## src/rtl/ks_pkg.sv

```systemverilog
// Shared definitions for the Kogge-Stone subtract pipeline.
package ks_pkg;

  // Default operand width.
  localparam int KS_N = 16;

  // Per-stage payload: group generate, group propagate and raw bit propagate.
  typedef struct packed {
    logic [KS_N-1:0] G;
    logic [KS_N-1:0] P;
    logic [KS_N-1:0] p;
  } ks_pg_t;

  // Number of prefix levels needed to resolve every carry for width n.
  function automatic int ks_levels(input int n);
    return $clog2(n);
  endfunction

endpackage

```

## src/rtl/ks_prefix_level.sv

```systemverilog
// One row of Kogge-Stone black/grey cells combining each bit with the bit D below.
module ks_prefix_level
  import ks_pkg::*;
#(
  parameter int N = KS_N,
  parameter int D = 1
) (
  input  logic [N-1:0] i_g,
  input  logic [N-1:0] i_p,
  output logic [N-1:0] o_g,
  output logic [N-1:0] o_p
);

  // Bits below distance D are already final and pass straight through.
  always_comb begin
    o_g = i_g;
    o_p = i_p;
    for (int i = D; i < N; i++) begin
      o_g[i] = i_g[i] | (i_p[i] & i_g[i-D]);
      o_p[i] = i_p[i] & i_p[i-D];
    end
  end

endmodule

```

## src/rtl/ks_subtractor_pipe.sv

```systemverilog
// Pipelined Kogge-Stone subtractor a - b with borrow, overflow and zero flags.
// Stages: PG, L prefix levels, result. One global advance signal stalls everything.
module ks_subtractor_pipe
  import ks_pkg::*;
#(
  parameter int N = KS_N
) (
  input  logic         clk,
  input  logic         rst_n,
  input  logic         in_valid,
  output logic         in_ready,
  input  logic [N-1:0] a,
  input  logic [N-1:0] b,
  output logic         out_valid,
  input  logic         out_ready,
  output logic [N-1:0] diff,
  output logic         borrow,
  output logic         ovf,
  output logic         zero
);

  localparam int L = ks_levels(N);

  typedef struct packed {
    logic [N-1:0] G;
    logic [N-1:0] P;
    logic [N-1:0] p;
  } pg_t;

  logic         w_advance;
  pg_t          w_pg;
  pg_t          r_stage [0:L];
  logic         r_vld   [0:L];
  logic [N-1:0] w_lvl_g [1:L];
  logic [N-1:0] w_lvl_p [1:L];

  logic [N-1:0] w_c;
  logic [N-1:0] w_diff;
  logic         w_borrow;
  logic         w_ovf;
  logic         w_zero;
  logic         w_unused_p;

  logic [N-1:0] r_diff;
  logic         r_borrow;
  logic         r_ovf;
  logic         r_zero;
  logic         r_out_valid;

  assign w_advance = ~r_out_valid | out_ready;
  assign in_ready  = w_advance;

  // Bit generate/propagate of a + ~b, with the subtract carry-in of 1 folded into bit 0.
  always_comb begin
    w_pg.p    = a ^ ~b;
    w_pg.G    = a & ~b;
    w_pg.P    = w_pg.p;
    w_pg.G[0] = (a[0] & ~b[0]) | w_pg.p[0];
    w_pg.P[0] = 1'b0;
  end

  for (genvar l = 1; l <= L; l++) begin : g_lvl
    ks_prefix_level #(
      .N(N),
      .D(1 << (l - 1))
    ) u_level (
      .i_g(r_stage[l-1].G),
      .i_p(r_stage[l-1].P),
      .o_g(w_lvl_g[l]),
      .o_p(w_lvl_p[l])
    );
  end

  // Data-path stage registers; contents only matter where the matching valid bit is set.
  always_ff @(posedge clk) begin
    if (w_advance) begin
      r_stage[0] <= w_pg;
      for (int l = 1; l <= L; l++) begin
        r_stage[l].G <= w_lvl_g[l];
        r_stage[l].P <= w_lvl_p[l];
        r_stage[l].p <= r_stage[l-1].p;
      end
    end
  end

  // Per-stage valid bits; bubbles travel with the pipeline rather than being squashed.
  always_ff @(posedge clk or negedge rst_n) begin
    if (!rst_n) begin
      for (int l = 0; l <= L; l++) begin
        r_vld[l] <= 1'b0;
      end
      r_out_valid <= 1'b0;
    end else if (w_advance) begin
      r_vld[0] <= in_valid;
      for (int l = 1; l <= L; l++) begin
        r_vld[l] <= r_vld[l-1];
      end
      r_out_valid <= r_vld[L];
    end
  end

  // Carries are the resolved group generates shifted up one place, carry-in 1 at bit 0.
  always_comb begin
    w_c      = {r_stage[L].G[N-2:0], 1'b1};
    w_diff   = r_stage[L].p ^ w_c;
    w_borrow = ~r_stage[L].G[N-1];
    w_ovf    = r_stage[L].G[N-2] ^ r_stage[L].G[N-1];
    w_zero   = ~|w_diff;
  end

  // Final group propagate is not needed once all carries are known.
  assign w_unused_p = ^r_stage[L].P;

  // Result registers, cleared by reset and held while the consumer stalls.
  always_ff @(posedge clk or negedge rst_n) begin
    if (!rst_n) begin
      r_diff   <= '0;
      r_borrow <= 1'b0;
      r_ovf    <= 1'b0;
      r_zero   <= 1'b0;
    end else if (w_advance) begin
      r_diff   <= w_diff;
      r_borrow <= w_borrow;
      r_ovf    <= w_ovf;
      r_zero   <= w_zero;
    end
  end

  assign out_valid = r_out_valid;
  assign diff      = r_diff;
  assign borrow    = r_borrow;
  assign ovf       = r_ovf;
  assign zero      = r_zero;

endmodule

```

## config.mk

```make
export PLATFORM = sky130hd
export DESIGN_NAME = ks_subtractor_pipe
export DESIGN_NICKNAME = d
export VERILOG_FILES = /design/src/rtl/ks_pkg.sv /design/src/rtl/ks_prefix_level.sv /design/src/rtl/ks_subtractor_pipe.sv
export SDC_FILE = /design/constraint.sdc
export NUM_CORES = 1
export LEC_CHECK = 0
export CAP_MARGIN = 20
export CELL_PAD_IN_SITES_DETAIL_PLACEMENT = 0
export CELL_PAD_IN_SITES_GLOBAL_PLACEMENT = 1
export CORE_UTILIZATION = 50
export DETAILED_ROUTE_END_ITERATION = 10
export PLACE_DENSITY_LB_ADDON = 0.2
export REMOVE_ABC_BUFFERS = 1
export SYNTH_ARGS = -nofsm -noshare
export SYNTH_HDL_FRONTEND = slang
export SYNTH_SLANG_ARGS = --single-unit
```

## constraint.sdc

```tcl
create_clock -name clk -period 3.3 [get_ports clk]
set_input_delay 0.66 -clock clk [delete_from_list [all_inputs] [get_ports clk]]
set_output_delay 0.66 -clock clk [all_outputs]
set_load 0.02 [all_outputs]
```

# After elaboration in Yosys (flattened, before gate mapping)
# Memories as Yosys holds them, arrays and structs flattened.
# Cells that the tools add are included.
# word_totals
input_bits	36
n_memories	1
out_inout_bits	21
latch_bits	0
mem_bits_ro	0
word_cells	173
mem_bits_rw	240
reg_bits	25
# classes
addsub	0
reduce_logical	2
n_eq_ne	0
div_mod_pow	0
n_lt_le_gt_ge	0
mul	0
bitwise	158
shift	0
muxes	2
# memory_table
name	depth	width	read_ports	rd_clocked_by_memory_dff	write_ports	line_no	source
r_stage	5	48	5	0	5	ks_subtractor_pipe.sv:32	pg_t r_stage [0:L];
# op_table
cell	count
$and A1 B1 Y1	99
$or A1 B1 Y1	51
$xor A16 B16 Y16	2
$and A16 B16 Y16	1
$not A16 Y16	1
$reduce_or A16 Y1	1
$not A1 Y1	3
$mux W1	2
$logic_not A1 Y1	1
$xor A1 B1 Y1	1

# Longest topological paths before layout
# Gate-level depths: netlist of run 1.
# depth
word_depth	4
depth_mapped	5
ltp_nobuf	4

# Cells and area by module
# Synthesis of run 1 repeated with hierarchy kept, for this count alone.
# unflattened
cells_unflattened	465
hier_area_um2	8500.7
# by_module_without_submodules
mod	area_per_inst_um2	instances	cells_each	seq_area_each_um2
ks_subtractor_pipe	7579.8	1	337	6871.6
ks_prefix_level at g_lvl[4].u_level	240.2	1	32	0.0
ks_prefix_level at g_lvl[3].u_level	230.2	1	32	0.0
ks_prefix_level at g_lvl[2].u_level	226.5	1	32	0.0
ks_prefix_level at g_lvl[1].u_level	224.0	1	32	0.0

# Worst setup path after synthesis of run 1
# Ideal clock, no wire load.
# synth_timing
path_kind	input port to output port
from	input out_ready
to	output in_ready
path_stages	4
t_arrival_ps	2069
required_time_ps	2640
n_path_buf	3
path_slack_ps	571
cell_sequence	nand2b_1 -> buf_2 -> buf_6 -> buf_6
# synth_via
elab_chain_cells	1
# synth_rtl
item	line_no	source
from (decl)	ks_subtractor_pipe.sv:15	input logic out_ready,
$or A1 B1 Y1	ks_subtractor_pipe.sv:50	assign w_advance = ~r_out_valid | out_ready;
to (decl)	ks_subtractor_pipe.sv:11	output logic in_ready,
# No other way between the ends.

# Final worst setup path of run 1
# Ends and elaborated chain as after synthesis.

==> impl_metrics.toml, run 1 <==
[outcome]
outcome = "complete, no violations"

[routing]
drcViolationCount = 0
vias = 3412
routed.top_layer = "met4"
route.met2.wl_um = 4981
dr_wl_met3_um = 567
ant_nets = 0
wire_per_inst_um = 14.93
wl_um = 10240
first_iter_violations = 174
vias_per_cell = 4.974
first_pass_iters = 6
met1Wirelength_um = 4405

[synth]
synthCells = 405
synth-seq-cells = 219
synth_top_family_by_area = "compound AO/OA/AOI/OAI gates"
synth.area.mux_share = 0.009171
syn-cell-area_um2 = 7776
ys_seq_area_frac = 0.8296
synth_xor_area_frac = 0.02188
ys_types = 17
synth_area_per_cell_um2 = 19.20
yosysWarnings = 0
synth_adder_area_share = 0.02574
synth-compound-area-share = 0.05889
yosys.area_share.simple = 0.04167

[placement]
dp_hpwl_um = 6371
routabilityCongestion = 0.7734
dpl.cell_count = 646
place_area_um2 = 8569
io_buffers = 56
place_ws_ns = 0.6440

[floorplanning]
start_util = 0.5115
placement_rows = 45
io_pins = 57
dieArea_um2 = 16060
die-width_um = 126.7
core_um2 = 15200
die_h_um = 126.7

[worst_setup_path]
cp.arrival_ns = 1.87
cp_cell_sequence = "clkdlybuf4s50_1 -> nand2b_4 -> clkdlybuf4s50_1"
worstPathMaxFanout = 3
timing_worst_setup_path_type = "in2out"
cpMostUsedCell = "clkdlybuf4s50_1"
slowest_delay_ns = 0.60
crit_family = "buffers and inverters"
cp_slowest_cell = "clkdlybuf4s50_1"
cp.required_ns = 2.64
crit_buf_inv = 2
startpoint_type = "primary input"
end_kind = "output port"
regToRegSetupSlack_ns = 1.43

[cts]
cts_resized = 0
cts_root_buffer = "clkbuf_16"
cts.path.max_buffers = 3
cts_sinks = 219
cts_tree = "yes"
numCtsBuffers = 22
cts-hold-fix-buffers = 0
post-cts-setup-buffers = 0
clock_latency_ns = 0.49
h-tree-depth = 1
path_clk_slew_ns = 0.06

[power_and_ir_drop]
max-vdd-ir-drop_uv = 730.1
p_leak_nw = 3.599
power.density_nw_per_um2 = 914.0

[timing]
fmax_mhz = 394.6
tightest_slew_ns = 1.056
setup_slack_ns = 0.7657
rsz0062_at_grt = "false"
timing.final.crit_share = 0.7680
finalHoldViolCount = 0
skew_ns = 0.01383
worst_slew_margin_rel = 0.2961
setup_viol = 0
slew_viol_final = 0
period_needed_ns = 2.534

[grt]
grt_start_max_net_pins = 214
grt_pass1_wl_um = 16680
grt_util_all_layers = 0.1354
antenna_found_initial = 0
grt.overflow.total = 0
grt_pass1_vias = 3405

[final_layout]
final_nets = 535
diodes = 0
final_cells = 686
layout_common_cells = "edfxtp_1, clkdlybuf4s50_1, a21o_1, and2_1, dfrtp_1"
design_area_um2 = 9258
drive_gt1_frac = 0.07831
area_growth_pct = 19.05
final_common_cell = "edfxtp_1"

[min_path]
holdCritPathClass = "in2async"

[run]
drv_cap = 0
[kinds of logic (layout without fill, tap and decap cells)]
| kind of cell | Yosys count | in the layout |
|---|---|---|
| muxes | 6 | 6 |
| adders and majority gates | 16 | 16 |
| DFF | 219 | 219 |
| buffers and inverters | 22 | 115 |
| xor gates and xnor gates | 16 | 16 |
| and+or+nand+nor | 59 | 59 |
| AOI/OAI and AO/OA | 67 | 67 |
[synth_stat cells]
master,count,area share
nor2_1,18,0.0087
xnor2_2,4,0.0084
nor4_1,1,0.00081
mux2_2,5,0.0072
edfxtp_1,194,0.75
ha_1,16,0.026
dfrtp_1,25,0.080
nand2b_1,2,0.0016
a21o_1,49,0.047
xnor2_1,12,0.014
buf_2,3,0.0019
mux2_4,1,0.0019
inv_1,17,0.0082
and2_1,34,0.027
nand4_1,4,0.0032
a21oi_1,18,0.012
buf_6,2,0.0029
[worst paths after layout]
check	start	end	cells after the start
min	rst_n	diff[0]	1
max in group asynchronous	rst_n	diff[14]	2
min reg2reg	r_stage[1][14]	r_stage[2][14]	0
max reg2reg	out_valid	r_vld[3]	3
max	out_ready	in_ready	3
min in group clk	r_stage[1][14]	r_stage[2][14]	0
[state kept, by name (all words and copies together) (netlist names)]
| name | flops |
|---|---|
| diff | 16 |
| r_stage | 194 |
| r_vld | 5 |
| borrow | 1 |
| out_valid | 1 |
| zero | 1 |
| ovf | 1 |
[routing by layer]
metal,track usage,up-vias
met4,0.05672,0
met5,0,-
li1,-,1666
met2,0.2272,101
met1,0.1668,1624
met3,0.03754,21
[stage by stage]
step / setup TNS [ns] / hold slack (ns) / power (mW) / util
3_5_place_dp: 0 / 0.4045 / 6.275 / 0.5637
5_1_grt: 0 / 0.3913 / 8.899 / 0.6090
2_1_floorplan: -787.83 / 0.3644 / 5.768 / -
4_1_cts: 0 / 0.4180 / 8.569 / 0.6073
3_3_place_gp: 0 / 0.4032 / 6.199 / 0.5637
6_report: 0 / 0.4008 / 8.461 / 0.6090
[cell type report]
type                       instances  area [um^2]
sequential                       219         6451
fill                            1137         5944
multi-input combinational        164         1231
clock buffer                      34        616.8
timing repair buffer              59        613.1
tap                              188        235.2
inverter                          17        63.81
clock inverter                     5        46.29
[power breakdown]
group | internal (mW) | total (mW) | switching [mW]
clock | 1.36 | 2.27 | 0.913
sequential | 4.32 | 4.79 | 0.467
combinational | 0.662 | 1.40 | 0.740
total | 6.34 | 8.46 | 2.12
Note: power is estimated with default switching activity, not from simulation.
==> run 2, diff against run 1 <==
CORE_UTILIZATION = 45   (was 50)
clock period = 2.2 ns   (was 3.3 ns; I/O delays follow)
==> run 2 against run 1 <==
Effect of this change: global-route usage fell by 1.6 points; clock-buffer cell count fell by 3; clock power up 56%; setup slack got worse by 0.66 ns; clock skew decreased by 0.0083 ns; critical path depth unchanged; worst hold slack got worse by 0.062 ns; first-iteration DRC count decreased by 5.2%; critical path type unchanged; highest routed layer unchanged.
==> impl_metrics.toml, run 2 (synthesis results as in run 1) <==
[timing]
rsz0062_at_grt = "false"
tightest_slew_ns = 0.4010
timing.final.crit_share = 0.9508
period_needed_ns = 2.092
slew_viol_final = 0
tns_ns = 0
setup_slack_ns = 0.1082
finalHoldViolCount = 0
setup_viol = 0
skew_ns = 0.005502
fmax_mhz = 478.1
worst_slew_margin_rel = 0.7326

[grt]
use_met2 = 0.1907
grt.overflow.total = 0
grt_util_all_layers = 0.1196
met3_usage = 0.02778
antenna_found_initial = 0
grt_pass1_vias = 3364
grt-busiest-layer = "met2"
grt_pass1_wl_um = 16800
met1_usage = 0.1615
grt_start_max_net_pins = 81

[routing]
first_iter_violations = 165
wl_um = 10040
vias_per_cell = 4.610
vias = 3324
first_pass_iters = 4
drcViolationCount = 0
ant_nets = 0
wire_per_inst_um = 13.93

[worst_setup_path]
crit_buf_inv = 2
end_kind = "output port"
worstPathMaxFanout = 2
timing_worst_setup_path_type = "in2out"
cp_cell_sequence = "clkdlybuf4s50_1 -> nand2b_4 -> clkdlybuf4s50_1"
crit_family = "buffers and inverters"
startpoint_type = "primary input"
cp_slowest_cell = "clkdlybuf4s50_1"
cp.depth = 3
reg2regPathDepth = 3
cp.arrival_ns = 1.65
cp.required_ns = 1.76
slowest_delay_ns = 0.60
cpMostUsedCell = "clkdlybuf4s50_1"

[cts]
cts.path.max_buffers = 3
post-cts-setup-buffers = 0
path_clk_slew_ns = 0.06
cts_root_buffer = "clkbuf_16"
cts-hold-fix-buffers = 0
numCtsBuffers = 23
cts_tree = "yes"
h-tree-depth = 1
clock_latency_ns = 0.48
cts_sinks = 219
cts_resized = 0

[final_layout]
nFillCells = 1315
area_growth_pct = 20.45
drive_gt1_frac = 0.09581
final_common_cell = "edfxtp_1"
layout_common_cells = "edfxtp_1, clkdlybuf4s50_1, a21o_1, and2_1, dfrtp_1"
regMostFlops = "r_stage"
largest_reg_flops = 194
diodes = 0
final_util = 0.5608
final_nets = 538

[placement]
routabilityCongestion = 0.7163
io_buffers = 56
dp_hpwl_um = 6544
place_ws_ns = 0.02022

[min_path]
holdCritPathClass = "in2async"

[floorplanning]
core_um2 = 16700
die_h_um = 133.5
die-width_um = 133.5
io_pins = 57
placement_rows = 47
dieArea_um2 = 17810
start_util = 0.4656

[outcome]
outcome = "complete, no violations"

[power_and_ir_drop]
power.density_nw_per_um2 = 1370
max-vdd-ir-drop_uv = 699.5
p_leak_nw = 3.642

[run]
drv_cap = 0
run 2: changes by cell type in the layout (fill, tap and decap cells not counted), moves of 2 or more:
cell      previous run  this run
clkinv_2             1         3
clkbuf_1            11         5
clkbuf_8             0         3
buf_12               1         3
run 2: power breakdown:
part           leakage [nW]  switching, mW  internal [mW]  total (mW)
logic                  1.04           1.10           1.03        2.13
clock network         0.350           1.41           2.14        3.55
registers              2.25          0.695           6.46        7.16
run 2: final timing paths:
check                              startpoint             end  slack (ns)
worst max-delay path                out_ready        in_ready        0.11
worst min-delay path                    rst_n         diff[1]        0.34
worst max register to register      out_valid  r_stage[1][42]        0.58
worst min register to register  r_stage[2][3]   r_stage[3][3]        0.41
max in group asynchronous               rst_n         diff[8]        1.62
min in group clk                r_stage[2][3]   r_stage[3][3]        0.41
run 2: layer usage:
metal,vias to the layer above,wire length (um)
met2,78,4786
met5,-,0
met3,16,503
met4,0,172
li1,1678,-
met1,1552,4579
run 2: worst register-to-register path, delay by kind of cell, from the launching register on:
family | cells | cell delay (ns)
and+or+nand+nor | 1 | 0.10
DFF | 1 | 0.40
buffers and inverters | 2 | 0.75
run 2: metrics by stage:
step	hold WS (ns)	cell area, um^2	total power, mW	cells
4_1_cts	0.3297	9366	13.03	721
5_1_grt	0.3539	9366	13.50	721
2_1_floorplan	0.1444	7739	7.555	400
3_3_place_gp	0.4043	8657	9.378	681
3_5_place_dp	0.4045	8657	9.443	681
6_report	0.3392	9366	12.83	721
run 2: area by class of cell:
| type | count | area (um^2) | share of cell area |
|---|---|---|---|
| Timing Repair Buffer | 61 | 635.6 | 0.06786 |
| Clock buffer | 31 | 635.6 | 0.06786 |
| Sequential cell | 219 | 6451 | 0.6888 |
| Multi-Input combinational cell | 164 | 1231 | 0.1314 |
| Tap cell | 220 | 275.3 | 0.02939 |
| Clock inverter | 9 | 73.82 | 0.007881 |
| Inverter | 17 | 63.81 | 0.006813 |
==> run 3, diff against run 2 <==
--- a/config.mk
+++ b/config.mk
@@ -11,5 +11,5 @@
 export CORE_UTILIZATION = 45
 export DETAILED_ROUTE_END_ITERATION = 10
-export PLACE_DENSITY_LB_ADDON = 0.2
+export PLACE_DENSITY = 0.77
 export REMOVE_ABC_BUFFERS = 1
 export SYNTH_ARGS = -nofsm -noshare
==> constraint.sdc (replaced) <==
create_clock -name clk -period 2.2 [get_ports clk]
set_input_delay 0.55 -clock clk [delete_from_list [all_inputs] [get_ports clk]]
set_output_delay 0.55 -clock clk [all_outputs]
set_load 0.02 [all_outputs]
==> run 3 against run 2 <==
Effect of this change: combinational power up 6%; global-route usage up 0.34 points; clock power down 3%; clock skew about the same; clock-buffer cell count down 2; non-clock buffer count up 7; critical path depth unchanged; largest power group unchanged; via count up 2.5%; core utilization up 0.50 points; flip-flop and latch count unchanged; setup slack better by 0.021 ns; worst hold slack better by 0.078 ns.
==> impl_metrics.toml, run 3 (synthesis results as in run 1) <==
[floorplanning]
die-width_um = 133.5
core_um2 = 16700
start_util = 0.4656
io_pins = 57
placement_rows = 47
dieArea_um2 = 17810
die_h_um = 133.5

[timing]
timing.hold.ws_ns = 0.4172
worst_slew_margin_rel = 0.7360
tns_ns = 0
period_needed_ns = 2.071
rsz0062_at_grt = "false"
skew_ns = 0.005153
finalHoldViolCount = 0
slew_viol_final = 0
timing.final.crit_share = 0.9415
fmax_mhz = 482.8
tightest_slew_ns = 0.3959
setup_viol = 0

[min_path]
holdCritPathClass = "reg2reg"

[placement]
routabilityCongestion = 0.7670
io_buffers = 56
dp_hpwl_um = 7060
dpl.cell_count = 688

[final_layout]
drive_gt1_frac = 0.1028
final_cells = 726
final_util = 0.5659
area_growth_pct = 21.53
regMostFlops = "r_stage"
final_common_cell = "edfxtp_1"
largest_reg_flops = 194
final_nets = 544
layout_common_cells = "edfxtp_1, clkdlybuf4s50_1, a21o_1, and2_1, dfrtp_1"
diodes = 0

[routing]
wl_um = 10330
first_pass_iters = 4
vias = 3407
first_iter_violations = 150
drcViolationCount = 0
wire_per_inst_um = 14.23
ant_nets = 0
vias_per_cell = 4.693

[worst_setup_path]
worstPathMaxFanout = 2
startpoint_type = "primary input"
slowest_delay_ns = 0.45
end_kind = "output port"
crit_buf_inv = 2
timing_worst_setup_path_type = "in2out"
crit_family = "buffers and inverters"
cp_slowest_cell = "clkdlybuf4s50_1"
regToRegSetupSlack_ns = 0.66
cp.arrival_ns = 1.52
cp.required_ns = 1.65
cp_cell_sequence = "clkdlybuf4s50_1 -> nand2b_4 -> dlygate4sd2_1"

[grt]
grt.overflow.total = 0
antenna_found_initial = 0
grt_util_all_layers = 0.1230
grt_pass1_wl_um = 17240
grt_start_max_net_pins = 79
grt_pass1_vias = 3484

[cts]
cts_root_buffer = "clkbuf_16"
cts.path.max_buffers = 3
h-tree-depth = 1
clock_latency_ns = 0.49
numCtsBuffers = 22
path_clk_slew_ns = 0.06
cts_tree = "yes"
cts_sinks = 219

[power_and_ir_drop]
p_total_mw = 12.87
p_leak_nw = 3.680
power.density_nw_per_um2 = 1362
max-vdd-ir-drop_uv = 671.4

[outcome]
outcome = "complete, no violations"

[run]
drv_cap = 0
[run 3: cell types whose count changed in the layout (fill, tap and decap cells not counted), sizes merged]
cell,previous run,this run
clkinvlp,0,1
clkinv,7,6
dlygate4sd2,0,1
buf,5,12
clkdlybuf4s50,56,55
clkbuf,31,29
[run 3: worst register-to-register path, stage by stage (launching register included)]
cell and delay (ns):
dfrtp_1 0.40, nand2b_4 0.12, buf_4 0.26, buf_12 0.36
[run 3: report_power, final]
group	internal, mW	switching [mW]
clock network	2.06	1.38
registers	6.46	0.717
logic	1.13	1.12
total	9.64	3.22
[run 3: metrics by stage]
stage / instance area, um^2 / setup slack [ns]
after detailed placement: 8772 / -0.1746
after global routing: 9450 / 0.09571
after floorplan: 7739 / -4.900
after CTS: 9450 / 0.09864
after global placement: 8772 / -0.1862
final: 9450 / 0.1288
[run 3: path summary, 6_finish.rpt]
path	startpoint	endpoint	cells past startpoint
hold reg to reg	r_stage[2][4]	r_stage[3][4]	0
max in group asynchronous	rst_n	out_valid	2
setup / recovery	out_ready	in_ready	3
min in group asynchronous	rst_n	diff[1]	2
setup reg to reg	out_valid	r_stage[1][41]	3
hold / removal	r_stage[2][4]	r_stage[3][4]	0
[run 3: cell type report]
class	count	area, um^2
clock buffer	29	608.1
clock inverter	9	71.32
timing repair buffer	68	749.5
fill	1283	7251
multi-input combinational	164	1231
sequential	219	6451
inverter	17	63.81
tap	220	275.3
[run 3: routing by layer]
| metal | share of wire | GRT usage | wire length [um] | vias up |
|---|---|---|---|---|
| li1 | - | - | - | 1686 |
| met5 | 0 | 0 | 0 | - |
| met3 | 0.043 | 0.02930 | 440 | 20 |
| met4 | 0.021 | 0.03914 | 212 | 0 |
| met1 | 0.44 | 0.1538 | 4502 | 1633 |
| met2 | 0.50 | 0.2118 | 5177 | 68 |
[run 3: timing repair]
| item | CTS | global route |
|---|---|---|
| buffers inserted | 0 | 0 |
| hold buffers | 0 | 0 |
| gates resized for setup | 1 | 0 |
| setup endpoints to repair | 1 | 0 |
